`src/rtl/beat_pkg.sv`:
```
// Shared types and helpers for the machine-cycle beat generator.
package beat_pkg;

   // Beat sequencer states; W1..W3 map one-to-one onto the beat outputs.
   typedef enum logic [1:0] {
      B_IDLE,
      B_W1,
      B_W2,
      B_W3
   } beat_state_t;

   // Largest beat length the tick counter is designed for.
   localparam int TICKS_MAX = 16;

   // Tick counter width for a given beat length. A floor of 2 keeps the
   // counter at least one bit wide when every beat is a single tick.
   function automatic int tick_width(input int ticks);
      return $clog2((ticks < 2) ? 2 : ticks);
   endfunction

endpackage

```
`src/rtl/beat_gen_rise_detect.sv`:
```
// Single-cycle pulse on a rising edge of a panel switch level.
module rise_detect (
   input  logic clk,
   input  logic rst_n,
   input  logic d,
   output logic pulse
);

   logic d_q;

   // Remember last cycle's level; cleared in reset so a level that is
   // already high when reset lifts reads as a fresh edge.
   always_ff @(posedge clk) begin
      if (!rst_n) d_q <= 1'b0;
      else        d_q <= d;
   end

   assign pulse = d & ~d_q;

endmodule

```
`src/rtl/beat_gen.sv`:
```
// Machine-cycle beat generator driving W1/W2/W3 into the hardwired
// controller. Cycle length follows the controller's short/long requests,
// sequencing starts on a QD press and stops on stop/step at cycle end.
module beat_gen
   import beat_pkg::*;
#(
   parameter int TICKS_PER_BEAT = 1,   // legal range 1..TICKS_MAX
   parameter int CNT_W          = 8
) (
   input  logic             t3,
   input  logic             clr,
   input  logic             qd,
   input  logic             stop,
   input  logic             short,
   input  logic             long,
   input  logic             step,
   output logic             w1,
   output logic             w2,
   output logic             w3,
   output logic             running,
   output logic             beat_end,
   output logic [CNT_W-1:0] cycle_cnt,
   output beat_state_t      dbg_state
);

   localparam int TICK_W = tick_width(TICKS_PER_BEAT);
   localparam logic [TICK_W-1:0] TICK_LAST = TICK_W'(TICKS_PER_BEAT - 1);

   beat_state_t       state;
   logic [TICK_W-1:0] tick;
   logic              start;
   logic              cycle_done;

   // QD press detector; the edge is only acted on from idle.
   rise_detect u_qd_rise (
      .clk   (t3),
      .rst_n (clr),
      .d     (qd),
      .pulse (start)
   );

   // Beat outputs decode straight from the state register: glitch-free
   // and mutually exclusive.
   assign w1        = (state == B_W1);
   assign w2        = (state == B_W2);
   assign w3        = (state == B_W3);
   assign running   = (state != B_IDLE);
   assign beat_end  = running & (tick == TICK_LAST);
   assign dbg_state = state;

   // The machine cycle ends at W1 on short (short beats long when both are
   // set), at W2 unless long, and always at W3. short/long only matter on
   // the last tick of the beat they belong to.
   assign cycle_done = beat_end & (((state == B_W1) &  short) |
                                   ((state == B_W2) & ~long)  |
                                    (state == B_W3));

   // Beat sequencer: tick counting within a beat, beat advance, and the
   // cycle-end decision where stop/step are examined.
   always_ff @(posedge t3) begin
      if (!clr) begin
         state     <= B_IDLE;
         tick      <= '0;
         cycle_cnt <= '0;
      end else if (state == B_IDLE) begin
         tick <= '0;
         if (start) state <= B_W1;
      end else if (!beat_end) begin
         tick <= tick + TICK_W'(1);
      end else begin
         tick <= '0;
         if (cycle_done) begin
            cycle_cnt <= cycle_cnt + CNT_W'(1);
            state     <= (stop | step) ? B_IDLE : B_W1;
         end else if (state == B_W1) begin
            state <= B_W2;
         end else begin
            // Only W2 with long set reaches here.
            state <= B_W3;
         end
      end
   end

endmodule

```
`config.mk`:
```
export PLATFORM = sky130hd
export DESIGN_NAME = beat_gen
export DESIGN_NICKNAME = d
export VERILOG_FILES = /design/src/rtl/beat_pkg.sv /design/src/rtl/beat_gen_rise_detect.sv /design/src/rtl/beat_gen.sv
export SDC_FILE = /design/constraint.sdc
export NUM_CORES = 1
export LEC_CHECK = 0
export CORE_UTILIZATION = 30
export DETAILED_ROUTE_END_ITERATION = 10
export PLACE_DENSITY = 0.59
export SLEW_MARGIN = 20
export SYNTH_ARGS = -nofsm -noshare
export SYNTH_HDL_FRONTEND = slang
export SYNTH_SLANG_ARGS = --single-unit
```
`constraint.sdc`:
```
create_clock -name t3 -period 1.5 [get_ports t3]
set_input_delay 0.3 -clock t3 [delete_from_list [all_inputs] [get_ports t3]]
set_output_delay 0.3 -clock t3 [all_outputs]
set_load 0.005 [all_outputs]
```
Yosys cells after proc, flatten, opt, wreduce, memory -nomap -nowiden
Cells that the tools add are included.

word-level totals
  bits in registers = 12
  output and inout bits = 15
  word-level logic and storage cells = 35

cells by class
  $add $sub $neg = 2
  eq/ne operators = 4
  mux-type cells = 6
  bitwise operators = 13
  reduce and logical (&&, ||, !) cells = 6

operators with widths
  kind                                                 count
  adder 8 x 1 -> 8 bit, second input constant          1
  two-way mux 2 bit                                    4
  bitwise AND 1 bit                                    5
  NOT 1 bit                                            5
  equality test 2 bit, second input constant           2
  nonzero test 2 bit                                   2
  OR 1 bit                                             3
  AND reduction 3 bit                                  1
  OR reduction 3 bit                                   1
  equality test 2 x 1 -> 1 bit, second input constant  1
  logical NOT 2 bit                                    1
  two-way mux 1 bit                                    2
  != test 2 bit, second input constant                 1
  AND reduction 2 bit                                  1
  adder 1 bit, second input constant                   1

Longest topological paths before layout
  depth in word-level cells = 8
  depth in mapped cells = 5
  gate-level depth less buffers = 5

Modules after synthesis
A second synthesis with hierarchy kept.

second synthesis, totals
  cells, all modules = 67
  area, all modules = 558.0 um^2

modules (own cells, without submodules)
  module       times used  cells an instance  area each (um^2)  seq. area each (um^2)
  beat_gen     1           64                 518.0             220.2
  rise_detect  1           3                  40.0              20.0

Least setup slack after synthesis
Ideal clock, no wire load.

  path kind = register to register
  start = register state[1] (netlist: dbg_state[1])
  end = register cycle_cnt[6]
  arrival time = 1.295 ns
  slack = 0.134 ns
  stages on the path, launching flop included = 6
  path buffers = 1
  cells stage by stage = dfxtp_1 clkbuf_2 nand2b_1 a21oi_2 and3_1 mux2i_1

between the ends
  cells in the longest elaborated chain, start to end = 6
  elaborated cells on any way between the ends = 13
  classes of those cells = 3 x eq/ne; 7 x bitwise; 3 x reduce/logical

ends and longest elaborated chain
  what                                                                 line                            source
  start: declaration                                                   beat_gen.sv:29                  beat_state_t state;
  start signal: assignment                                             beat_gen.sv:74                  state <= (stop | step) ? B_IDLE : B_W1;
  equality test 2 x 1 -> 1 bit or equality test 2 bit (tied branches)  beat_gen.sv:54, beat_gen.sv:55
  bitwise AND 1 bit, on equally long branches                          beat_gen.sv:54, beat_gen.sv:55
  OR 1 bit                                                             beat_gen.sv:54                  assign cycle_done = beat_end & (((state == B_W1) & short) |
  OR 1 bit                                                             beat_gen.sv:55                  ((state == B_W2) & ~long) |
  bitwise AND 1 bit                                                    beat_gen.sv:54
  AND reduction 3 bit (no line) (*)                                    --
  end signal: assignment                                               beat_gen.sv:73                  cycle_cnt <= cycle_cnt + CNT_W'(1);
  end: declaration                                                     beat_gen.sv:22                  output logic [CNT_W-1:0] cycle_cnt,

Mark *: on every way between the ends. The rest lies on a longest branch, timed or not.
A chain may end at the register's enable or synchronous reset.

Final worst setup path
  start = register cycle_cnt[1]
  end = output port cycle_cnt[1]

No word-level cell between the ends.

==> impl_summary.txt <==
----------------------------------------------------
[Clocking]
  Maximum clock path buffer count ... 2
  Sink count of the clock tree ... 12
  Hold buffer count at CTS ... 0
  Root Driver ... sky130_fd_sc_hd__clkbuf_4
  H-Tree Depth ... 1
  Clock buffer count from CTS ... 3
  Clock transition at the register clock pins on the worst setup and hold paths after CTS ... 0.07 ns
  Clock latency on the worst-skew pair ... 0.27 ns
  TritonCTS clock tree ... done

[Logic synthesis]
  Cell area after technology mapping ... 627 um^2
  Post-Synthesis Cells ... 70
  Net count after synthesis ... 78
  Share of the yosys chip area belonging to registers ... 0.383
  Synth Register Bits ... 12
  Unique masters post-synth ... 24
  Yosys synthesis warning count ... 0
  Synth Area per Inst ... 8.96 um^2

[Timing]
  Maximum clock frequency ... 694 MHz
  Final hold violations ... 0
  Post-route minimum period ... 1.44 ns
  Setup repair after global routing missed its margin ... no
  Number of setup violations in the final report ... 0
  Layout Skew ... 0.00195 ns
  Final sum of negative setup slack ... 0 ns
  Period Utilization, post-route ... 0.961
  Number of max-slew violations in the final report ... 0

[Cells and area]
  Number of fill cells ... 212
  Fin nets ... 108
  Inserted Diodes ... 0
  Most common cell after layout, fill and taps aside ... sky130_fd_sc_hd__clkdlybuf4s50_1
  Synth-to-Final Area Change ... 55.7%
  Post-route cell area ... 976 um^2
  Leading cell types in the layout, fill and taps excluded ... 13 x sky130_fd_sc_hd__clkdlybuf4s50_1, 6 x sky130_fd_sc_hd__and2_1, 6 x sky130_fd_sc_hd__nand2b_1, 6 x sky130_fd_sc_hd__dlygate4sd2_1
  Layout cells sized above 1 ... 0.245

[Die]
  Die boundary height ... 47.7 um
  Placement row count ... 16
  Number of placed I/O pins ... 22
  Effective utilization at floorplan ... 0.320
  Floorplan Core Area ... 1960 um^2
  Overall die area ... 2280 um^2
  Die Span X ... 47.7 um

[Placement]
  Gp weighted congestion ... 0.711
  Instance area after placement ... 903 um^2
  IO buf count ... 21
  Post-detail-place hpwl ... 1020 um

[Route]
  Routed wire length ... 1370 um
  Number of search-and-repair iterations in the first detailed-routing pass ... 3
  Total via count after detailed routing ... 555
  Drc violations ... 0
  Antenna violation net count after detailed routing ... 0
  Number of DRC violations after detailed-routing iteration 0 ... 3
  Number of vias per cell ... 4.44
  Wire per inst ... 10.9 um

[Worst setup path]
  Maximum fanout along the worst path ... 6
  Critical Path Max Stage Delay ... 0.50 ns
  Worst setup path class ... flip-flop to output port
  Library cell contributing the largest single delay on the critical path ... sky130_fd_sc_hd__clkdlybuf4s50_1
  Arrival time at the worst endpoint ... 1.14 ns
  CP startpoint kind ... flip-flop
  CP endpoint kind ... output port
  Critical-path cell list ... clkdlybuf4s50_1
  Worst path buffer plus inverter count ... 1
  Internal reg-to-reg setup slack ... 0.09 ns
  Category of cells accounting for the largest share of critical-path delay ... buffers and inverters
  Required time at the endpoint of the critical path ... 1.20 ns

[Hold path]
  Worst hold path type ... flip-flop to flip-flop

[Flow run]
  Number of max-cap violations ... 0

[Power and ir drop]
  Cell internal pwr ... 0.545 mW
  Static leakage ... 0.433 nW
  Register share of total power ... 0.463
  Logic gate share of total power ... 0.281
  Switching share of power ... 0.269
  Power density normalized to cell area ... 764 nW/um^2
  Power consumption ... 0.746 mW
  Switching power ... 0.201 mW
  Clock group share of total power ... 0.256
  Maximum resistive drop on vdd ... 0.363 mV

[GRT]
  Vias in the first global route ... 509
  Remaining global-route overflow ... 0
  Initial antenna violation count ... 0
  First-pass GRT wire length ... 2170 um
  Global-route usage over all layers ... 0.137
  Maximum number of pins on one net before global-route repair ... 15

[Run status]
  Run status ... complete, no violations

----------------------------------------------------
-- registers in the layout (all words and copies together), names as in the netlist --
signal / count
cycle_cnt: 8
tick: 1
dbg_state: 2
u_qd_rise.d_q: 1
-- worst paths after layout --
path / from / endpoint / depth (start not counted)
worst max-delay path: cycle_cnt[1]$_SDFFE_PN0P_ / cycle_cnt[1] / 1
worst min-delay path: cycle_cnt[6]$_SDFFE_PN0P_ / cycle_cnt[6]$_SDFFE_PN0P_ / 2
worst max register to register: dbg_state[1]$_SDFFE_PN0P_ / cycle_cnt[5]$_SDFFE_PN0P_ / 6
worst min register to register: cycle_cnt[6]$_SDFFE_PN0P_ / cycle_cnt[6]$_SDFFE_PN0P_ / 2
-- kinds of logic (layout without fill, tap and decap cells) --
| group | Yosys count | in the layout | share of synthesized area |
|---|---|---|---|
| flops | 12 | 12 | 0.383 |
| mux | 5 | 5 | 0.0798 |
| simple gates | 31 | 31 | 0.275 |
| buf+inv | 4 | 32 | 0.0259 |
| xor+xnor | 4 | 4 | 0.0559 |
| fa+ha+maj | 1 | 1 | 0.0200 |
| other cells | 1 | 1 | 0.00598 |
| compound gates | 12 | 12 | 0.154 |
-- stage by stage --
step	utilization	setup slack (ns)	hold slack, ns	instances
2_1_floorplan	-	0.134	0.422	70
5_1_grt	0.497	0.00731	0.509	125
4_1_cts	0.482	-0.0998	0.485	125
3_3_place_gp	0.460	-0.184	0.459	121
6_report	0.497	0.0585	0.474	125
3_5_place_dp	0.460	-0.189	0.472	121
-- cell usage after synthesis, drive strengths merged --
library cell / n / area [um^2]
xor2: 3 / 26.3
a2111oi: 1 / 27.5
nand2: 5 / 18.8
conb: 1 / 3.75
dfxtp: 12 / 240
xnor2: 1 / 8.76
clkbuf: 3 / 12.5
o21ai: 4 / 23.8
mux2i: 5 / 50.1
inv: 1 / 3.75
ha: 1 / 12.5
and2: 6 / 37.5
nor2: 2 / 7.51
nand3: 3 / 15.0
nor2b: 4 / 25.0
a21oi: 4 / 23.8
a211oi: 2 / 15.0
o22ai: 1 / 6.26
or2: 1 / 6.26
nand2b: 7 / 43.8
and3: 3 / 18.8
-- timing repair --
action	in CTS	in global routing
hold endpoints to repair	0	0
setup endpoints to repair	9	12
buffers inserted	1	0
pin swaps	0	3
gates resized for setup	14	14
-- power groups by stage --
stage / Clock, mW / Combinational (mW) / Sequential [mW]
floorplan: 0 / 0.0829 / 0.356
CTS: 0.197 / 0.196 / 0.347
global placement: 0 / 0.201 / 0.350
detailed placement: 0 / 0.199 / 0.350
finish: 0.191 / 0.209 / 0.345
global route: 0.212 / 0.229 / 0.347
-- per-layer routing --
layer  vias up  GRT usage  routed length (um)
li1        294          -                   -
met1       252      0.174                 669
met2         9      0.216                 654
met3         0     0.0679                  42
met4         0     0.0167                   0
met5         -          0                   0
-- cell type report --
type / count / area, um^2 / area share
Multi-Input combinational cell: 54 / 398 / 0.408
Timing Repair Buffer: 28 / 264 / 0.271
Sequential cell: 12 / 254 / 0.260
Tap cell: 27 / 33.8 / 0.0346
Clock buffer: 3 / 22.5 / 0.0231
Inverter: 1 / 3.75 / 0.00385
Note: power is estimated with default switching activity, not from simulation.
